**src/rtl/hex_seq_ctrl_pkg.sv**
```systemverilog
// hex_seq_pkg: state encodings, segment patterns and direction constants for the HEX0 ring
package hex_seq_pkg;
  localparam int STATE_W = 5;
  localparam logic DIR_F = 1'b1;
  localparam logic DIR_B = 1'b0;
  typedef enum logic [STATE_W-1:0] {
    S_A = 5'b00001,
    S_B = 5'b00010,
    S_C = 5'b00100,
    S_D = 5'b01000,
    S_E = 5'b10000
  } state_t;
  localparam logic [6:0] SEG_6 = 7'b0000010;
  localparam logic [6:0] SEG_0 = 7'b1000000;
  localparam logic [6:0] SEG_4 = 7'b0011001;
  localparam logic [6:0] SEG_8 = 7'b0000000;
  localparam logic [6:0] SEG_3 = 7'b0110000;
  function automatic logic [6:0] seg_of(state_t s);
    return s == S_B ? SEG_0 : s == S_C ? SEG_4 : s == S_D ? SEG_8 : s == S_E ? SEG_3 : SEG_6;
  endfunction
endpackage

```
**src/rtl/hex_seq_ctrl_if.sv**
```systemverilog
// hex_seq_ctrl_if: board controls in, digit state and segment/status outputs back
interface hex_seq_ctrl_if;
  import hex_seq_pkg::*;
  logic step_n;
  logic auto_en;
  logic hold;
  logic dir;
  logic [STATE_W-1:0] state;
  logic [6:0] hex;
  logic step_pulse;
  logic wrap;
  modport master(output step_n, auto_en, hold, dir, input state, hex, step_pulse, wrap);
  modport slave(input step_n, auto_en, hold, dir, output state, hex, step_pulse, wrap);
endinterface

```
**src/rtl/hex_seq_ctrl_step_sync.sv**
```systemverilog
// step_sync: two-flop synchronizer plus edge flop, one-cycle req on a falling step key
module step_sync (
  input  logic clk,
  input  logic reset_n,
  input  logic step_n,
  output logic req
);
  logic s1, s2, s3;
  always_ff @(posedge clk)
    if (!reset_n) {s1, s2, s3} <= 3'b111;
    else {s1, s2, s3} <= {step_n, s1, s2};
  assign req = s3 & ~s2;
endmodule

```
**src/rtl/hex_seq_ctrl.sv**
```systemverilog
// hex_seq_ctrl: auto/manual step merge driving the one-hot HEX0 digit ring and its outputs
module hex_seq_ctrl
  import hex_seq_pkg::*;
#(
  parameter int TICK_W   = 26,
  parameter int TICK_DIV = 50000000
) (
  input logic clk,
  input logic reset_n,
  hex_seq_ctrl_if.slave bus
);
  state_t state_q, nxt;
  logic [6:0] hex_q;
  logic pulse_q, wrap_q;
  logic [TICK_W-1:0] cnt;
  logic req, run, tick, adv, legal, wrap_c;
  step_sync u_sync (.clk(clk), .reset_n(reset_n), .step_n(bus.step_n), .req(req));
  assign run    = bus.auto_en & ~bus.hold;
  assign tick   = run && cnt == TICK_W'(TICK_DIV - 1);
  assign legal  = state_q != '0 && (state_q & (state_q - 1'b1)) == '0;
  // an advance right after another is dropped so the status pulses never run together
  assign adv    = (tick | req) & ~pulse_q;
  assign nxt    = bus.dir == DIR_F ? state_t'({state_q[3:0], state_q[4]}) : state_t'({state_q[0], state_q[4:1]});
  assign wrap_c = bus.dir == DIR_F ? state_q[4] : state_q[0];
  always_ff @(posedge clk)
    if (!reset_n || !bus.auto_en) cnt <= '0;
    else if (!bus.hold) cnt <= tick ? '0 : cnt + 1'b1;
  always_ff @(posedge clk)
    if (!reset_n || !legal) begin
      state_q <= S_A;
      hex_q   <= SEG_6;
      pulse_q <= 1'b0;
      wrap_q  <= 1'b0;
    end else begin
      pulse_q <= adv;
      wrap_q  <= adv & wrap_c;
      if (adv) begin
        state_q <= nxt;
        hex_q   <= seg_of(nxt);
      end
    end
  assign bus.state      = state_q;
  assign bus.hex        = hex_q;
  assign bus.step_pulse = pulse_q;
  assign bus.wrap       = wrap_q;
endmodule

```
**src/flat_wrapper.sv**
```systemverilog
// flat-port wrapper written by rule: the top's interface ports become plain ports
module hex_seq_ctrl_flat import hex_seq_pkg::*;
#(
  parameter int TICK_W   = 26,
  parameter int TICK_DIV = 50000000
)
  (clk, reset_n, bus_step_n, bus_auto_en, bus_hold, bus_dir, bus_state, bus_hex, bus_step_pulse, bus_wrap);
  hex_seq_ctrl_if bus_i ();
  input logic clk;
  input logic reset_n;
  input wire logic [$bits(bus_i.step_n)-1:0] bus_step_n;
  input wire logic [$bits(bus_i.auto_en)-1:0] bus_auto_en;
  input wire logic [$bits(bus_i.hold)-1:0] bus_hold;
  input wire logic [$bits(bus_i.dir)-1:0] bus_dir;
  output wire logic [$bits(bus_i.state)-1:0] bus_state;
  output wire logic [$bits(bus_i.hex)-1:0] bus_hex;
  output wire logic [$bits(bus_i.step_pulse)-1:0] bus_step_pulse;
  output wire logic [$bits(bus_i.wrap)-1:0] bus_wrap;
  assign bus_i.step_n = bus_step_n;
  assign bus_i.auto_en = bus_auto_en;
  assign bus_i.hold = bus_hold;
  assign bus_i.dir = bus_dir;
  assign bus_state = bus_i.state;
  assign bus_hex = bus_i.hex;
  assign bus_step_pulse = bus_i.step_pulse;
  assign bus_wrap = bus_i.wrap;
  hex_seq_ctrl #(.TICK_W(TICK_W), .TICK_DIV(TICK_DIV)) u_core (.clk(clk), .reset_n(reset_n), .bus(bus_i));
endmodule
```
**config.mk**
```make
export PLATFORM = sky130hd
export DESIGN_NAME = hex_seq_ctrl_flat
export DESIGN_NICKNAME = d
export VERILOG_FILES = /design/src/rtl/hex_seq_ctrl_pkg.sv /design/src/rtl/hex_seq_ctrl_if.sv /design/src/rtl/hex_seq_ctrl_step_sync.sv /design/src/rtl/hex_seq_ctrl.sv /design/src/flat_wrapper.sv
export SDC_FILE = /design/constraint.sdc
export NUM_CORES = 1
export LEC_CHECK = 0
export CORE_MARGIN = 3
export CORE_UTILIZATION = 59
export CTS_BUF_LIST = sky130_fd_sc_hd__clkbuf_8
export CTS_CLUSTER_DIAMETER = 30
export CTS_CLUSTER_SIZE = 20
export DETAILED_ROUTE_END_ITERATION = 8
export PLACE_DENSITY = 0.83
export SLEW_MARGIN = 40
export SYNTH_ARGS = -nofsm -noshare
export SYNTH_HDL_FRONTEND = slang
export SYNTH_SLANG_ARGS = --single-unit
```
**constraint.sdc**
```tcl
create_clock -name clk -period 2.4 [get_ports clk]
set_input_delay 0.48 -clock clk [delete_from_list [all_inputs] [get_ports clk]]
set_output_delay 0.48 -clock clk [all_outputs]
set_load 0.005 [all_outputs]
```
Word level (Yosys, flattened, before mapping):

Cells that the tools add are included.
W data, S select, Z words.

* memories kept: 0
* ROM bits: 0
* latch bits: 0
* logic and storage cells: 40
* RAM bits: 0
* input bits: 6
* register bits: 43
* output and inout port bits: 14

* div/mod/pow operators: 0
* reduce and logical (&&, ||, !) cells: 9
* magnitude comparators: 0
* add/sub/neg operators: 2
* $mul: 0
* equality and inequality tests: 5
* bitwise logic cells: 9
* shift operators: 0
* muxes and demuxes: 7

Operator list (count)
* $add A26 B1 Y26 const B: 1
* $eq A26 B26 Y1 const B: 1
* $mux W26: 1
* $mux W7: 3
* $mux W6: 1
* $and A5 B5 Y5: 1
* $eq A5 B2 Y1 const B: 1
* $eq A5 B3 Y1 const B: 1
* $eq A5 B4 Y1 const B: 1
* $eq A5 B5 Y1 const B: 1
* $logic_not A5 Y1: 1
* $mux W5: 1
* $reduce_bool A5 Y1: 1
* $sub A5 B1 Y5 const B: 1
* $and A1 B1 Y1: 4
* $logic_not A1 Y1: 3
* $not A1 Y1: 3
* $logic_and A1 B1 Y1: 2
* $logic_or A1 B1 Y1: 2
* $mux W1: 1
* $or A1 B1 Y1: 1

Depth between registers and ports, before layout:

Gate-level depths: netlist of run 1.

* depth after elaboration: 6
* depth in mapped cells: 7
* mapped depth without buffers: 6

Hierarchy:

From an unflattened synthesis of run 1, not the netlist that was laid out.

* cells, all modules: 234
* area total of the unflattened synthesis: 2014.4 um^2

Modules (own cells, without submodules)
* hex_seq_ctrl: times used 1, cells an instance 227, sequential area each 760.7 um^2, area each 1929.4 um^2
* step_sync: times used 1, cells an instance 7, sequential area each 60.1 um^2, area each 85.1 um^2

Worst setup path after synthesis of run 1:

OpenSTA, ideal clock, no wires.

* kind: in2reg
* from: input port bus_auto_en
* to: register u_core.cnt[25]
* buffers on the path: 1
* data arrival time: 1.613 ns
* setup slack: 0.671 ns
* library setup time: 0.115 ns
* required time: 2.285 ns
* stages: 6
* cells stage by stage: nor4b_1 nand4_1 or4_4 nand3_4 buf_12 nor2_2

* word-level cells in the longest chain between the ends: 3
* elaborated cells between the ends (all ways): 5
* those cells by class: mux (1); bitwise (1); reduce/logical (3)

RTL lines
* from (decl): line flat_wrapper.sv:12 `input wire logic [$bits(bus_i.auto_en)-1:0] bus_auto_en;`
* $and A1 B1 Y1: line hex_seq_ctrl.sv:18 `assign run = bus.auto_en & ~bus.hold;`
* $logic_and A1 B1 Y1: line hex_seq_ctrl.sv:19 `assign tick = run && cnt == TICK_W'(TICK_DIV - 1);`
* $mux W26: line hex_seq_ctrl.sv:27 `else if (!bus.hold) cnt <= tick ? '0 : cnt + 1'b1;`
* to (signal assigned): line hex_seq_ctrl.sv:27
* to (decl): line hex_seq_ctrl.sv:15 `logic [TICK_W-1:0] cnt;`

Several ways; a longest one is shown, not always the timed one.
A chain may end at the register's enable or synchronous reset.

Final worst setup path of run 1:

* from: input port bus_auto_en
* to: register u_core.cnt[14]

The elaborated chain is that of the path after synthesis.

==> run_results.csv, run 1 <==
group,metric,value,unit
outcome,status,"finished clean",
logic_synthesis,seq_area_frac_synth,38.9,%
critical_path,cp.required,2.59,ns
critical_path,r2r_slack,0.55,ns
route,drtIter0Drc,140,
floorplan,die_x,65.8,um
timing,setup_tns,0,ns
timing,fmax,478,MHz
logic_synthesis,async_flop_share,0,%
clock_tree,clk_path_buf_depth,2,
cells_and_area,area.growth.synth_to_final,14.7,%
logic_synthesis,synthesis.area_per_instance,9.26,sq um
clock_tree,post_cts_buffers,0,
logic_synthesis,synth_edf_count,0,
clock_tree,cts-buffers-inserted,5,
route,routedWlPerCell,12.9,um
global_routing,antenna_found_initial,0,
route,drc,0,
global_routing,grt_pass1_vias,1538,
floorplan,die_h,65.8,um
critical_path,r2r_cells,7,
global_routing,globalRouteMet3Util,5.95,%
cells_and_area,final_common_cell,"dfxtp_1",
route,route.vias.total,1611,
placement,post_dp_cell_area,2320,sq um
critical_path,r2r_end,"u_core.cnt[14]$_SDFFE_PP0N_",
timing,fin_skew,0.00619,ns
flow_run,maxCapViolations,0,
clock_tree,cts_resized,0,
cells_and_area,mostFrequentLayoutCells,"41 x dfxtp_1, 22 x nor2_1, 20 x nor2_2",
critical_path,cp_cell_sequence,"clkdlybuf4s50_1, nor4b_1, nand4_1, or4_4, nand3_4, buf_12, nor2_2",
min_path,holdPathEnd,"u_core.u_sync.s2$_SDFF_PN1_",
route,routed_wl,3.82,mm
cells_and_area,drive_above_1_share,18.1,%
clock_tree,cts_tree,"built",
critical_path,worstSetupEndpointType,"register",
logic_synthesis,yosysUniqueCellTypes,47,
logic_synthesis,syn-cell-area,2110,sq um
timing,setup_viol,0,
clock_tree,clk_latency,0.29,ns
logic_synthesis,synth_seq_cells,41,
power_and_ir_drop,peakVddDrop,0.314,mV
min_path,min-delay-start,"u_core.u_sync.s1$_SDFF_PN1_",
cells_and_area,final_area,2420,sq um
logic_synthesis,ys_warn_count,0,
clock_tree,cts_sinks,41,
floorplan,core,3390,sq um
timing,grt_setup_unrepaired,"no",
timing,slew_violations,0,
logic_synthesis,synth_cells,228,
route,ant_nets,0,
power_and_ir_drop,p_total,1330,uW
min_path,hold_class,"register to register",
critical_path,cp_slowest_cell,"clkdlybuf4s50_1",
timing,tightest_slew,0.512,ns
power_and_ir_drop,p_per_area,548,nW/um^2
critical_path,critPathArrivalTime,2.28,ns
global_routing,grt_max_degree,17,
critical_path,cp_max_fo,15,
floorplan,pin_count,20,
timing,slew_headroom,65.8,%
global_routing,met1_usage,26.5,%
clock_tree,clkTransAtPathRegs,0.07,ns
floorplan,initial_core_util,62.3,%
global_routing,met2_usage,32.7,%
min_path,min_path_cells,1,
route,via_per_inst,5.46,
cells_and_area,num_antenna_cells,0,
critical_path,crit_path_max_incr_delay,0.49,ns
timing,fin_crit_sh,87.2,%
global_routing,grtUsageTotal,20.6,%
timing,fin_crit,2.09,ns
logic_synthesis,syn_nets,235,
clock_tree,htree_levels,2,
global_routing,grt_pass1_wl,6.92,mm
placement,routabilityCongestion,0.824,
clock_tree,cts_root_buf,"clkbuf_8",
placement,dp_hpwl,2.73,mm
critical_path,rr_startpoint,"u_core.cnt[0]$_SDFFE_PP0N_",
floorplan,row_count,21,
cells_and_area,fillers,257,
placement,io_buffers,18,
clock_tree,ctsHoldBuffers,0,
route,first_pass_iters,4,
logic_synthesis,synth_ff_type,"dfxtp_1",
global_routing,overflow,0,
floorplan,dieArea,4330,sq um
cells_and_area,nets,255,
timing,hold_viol,0,
critical_path,path_class,"input port to register",
critical_path,crit_path_start_kind,"input port",
global_routing,grt-busiest-layer,"met2",
power_and_ir_drop,p_leak,0.000825,uW
per-layer routing:
| layer | vias to the layer above | wire, um |
|---|---|---|
| met2 | 37 | 1760 |
| met1 | 743 | 1830 |
| met5 | - | 0 |
| met4 | 0 | 53 |
| met3 | 8 | 177 |
| li1 | 823 | - |
cell usage after synthesis, drive strengths merged, types with 2 or more instances:
cell type / n / area share [%]
nor4: 2 / 0.59
xor2: 10 / 4.1
nand3b: 2 / 0.71
nor2: 42 / 9.8
a211oi: 2 / 1.2
mux2i: 7 / 3.3
or3: 3 / 0.89
nand4: 10 / 3.6
inv: 5 / 0.89
nand2: 14 / 2.5
nor3b: 2 / 0.71
buf: 12 / 5.4
xnor2: 15 / 6.2
nor3: 8 / 1.9
o21a: 3 / 1.1
o311ai: 2 / 0.83
nand2b: 5 / 1.5
and2: 2 / 0.59
nand3: 6 / 2.0
o21ai: 5 / 1.4
nor4b: 2 / 1.1
and3: 3 / 0.89
dfxtp: 41 / 39
and4: 5 / 2.1
nor2b: 6 / 1.9
and3b: 2 / 0.83
how the worst max path moves through the flow:
stage	start	to	slack (ns)	cells past startpoint
global route	bus_auto_en	u_core.cnt[15]$_SDFFE_PP0N_	0.18	7
global placement	bus_auto_en	u_core.cnt[12]$_SDFFE_PP0N_	0.13	7
finish	bus_auto_en	u_core.cnt[14]$_SDFFE_PP0N_	0.31	7
floorplan	bus_auto_en	u_core.cnt[25]$_SDFFE_PP0N_	0.67	6
detailed placement	bus_auto_en	u_core.cnt[14]$_SDFFE_PP0N_	0.02	7
CTS	bus_auto_en	u_core.cnt[15]$_SDFFE_PP0N_	0.33	7
cell families after synthesis:
family	after synthesis	share of synthesized area, %
AO/OA/AOI/OAI	20	7.77
XOR/XNOR	25	10.4
adder cells (fa/ha/maj)	1	0.593
buffers and inverters	17	6.28
flip-flops	41	38.9
multiplexers	7	3.32
other	1	0.178
AND/OR/NAND/NOR	116	32.6
sequential cells by signal, summed over array words and instances, names as in the netlist:
register and cells:
u_core.cnt 26, u_core.bus.hex 5, u_core.bus.state 5, u_core.bus.step_pulse 1, u_core.bus.wrap 1, u_core.u_sync.s1 1, u_core.u_sync.s2 1, u_core.u_sync.s3 1
stage by stage:
stage | setup WS, ns | hold WS [ns] | cells | util [%]
after floorplan | 0.671 | 0.386 | 228 | -
after global placement | 0.128 | 0.395 | 287 | 68.6
after detailed placement | 0.0169 | 0.404 | 287 | 68.6
after CTS | 0.331 | 0.427 | 295 | 71.4
after global routing | 0.180 | 0.442 | 295 | 71.4
final | 0.306 | 0.422 | 295 | 71.4
cell type report:
type	instances	area, sq um	share of cell area, %
clock buffers	6	82.6	3.41
multi-input cells	170	1160	47.8
inverters	5	18.8	0.775
repair buffers	25	270	11.2
well taps	46	57.6	2.38
flip-flops and latches	41	821	33.9
clock inverters	2	13.8	0.568
critical path: cells and delay by family:
kind / cells / cell delay, ns
buffers and inverters: 2 / 0.66
and+or+nand+nor: 5 / 1.14
power breakdown:
group | switching, uW | internal (uW) | total, uW
clock | 234 | 233 | 466
combinational | 70.8 | 78.2 | 149
sequential | 18.2 | 693 | 711
No activity file was read; power rests on OpenSTA's default activity.
==> run 2: changes to the inputs <==
Settings changed: CTS_CLUSTER_DIAMETER 30 to 60.
==> results of run 2 <==
Final layout, timing and power as in run 1 (identical DEF).
==> run 3: changes to the inputs <==
Settings changed: CTS_CLUSTER_SIZE 20 to 12, GPL_ROUTABILITY_DRIVEN set to 0.
==> results of run 3 <==
Final layout, timing and power as in run 1 (identical DEF).
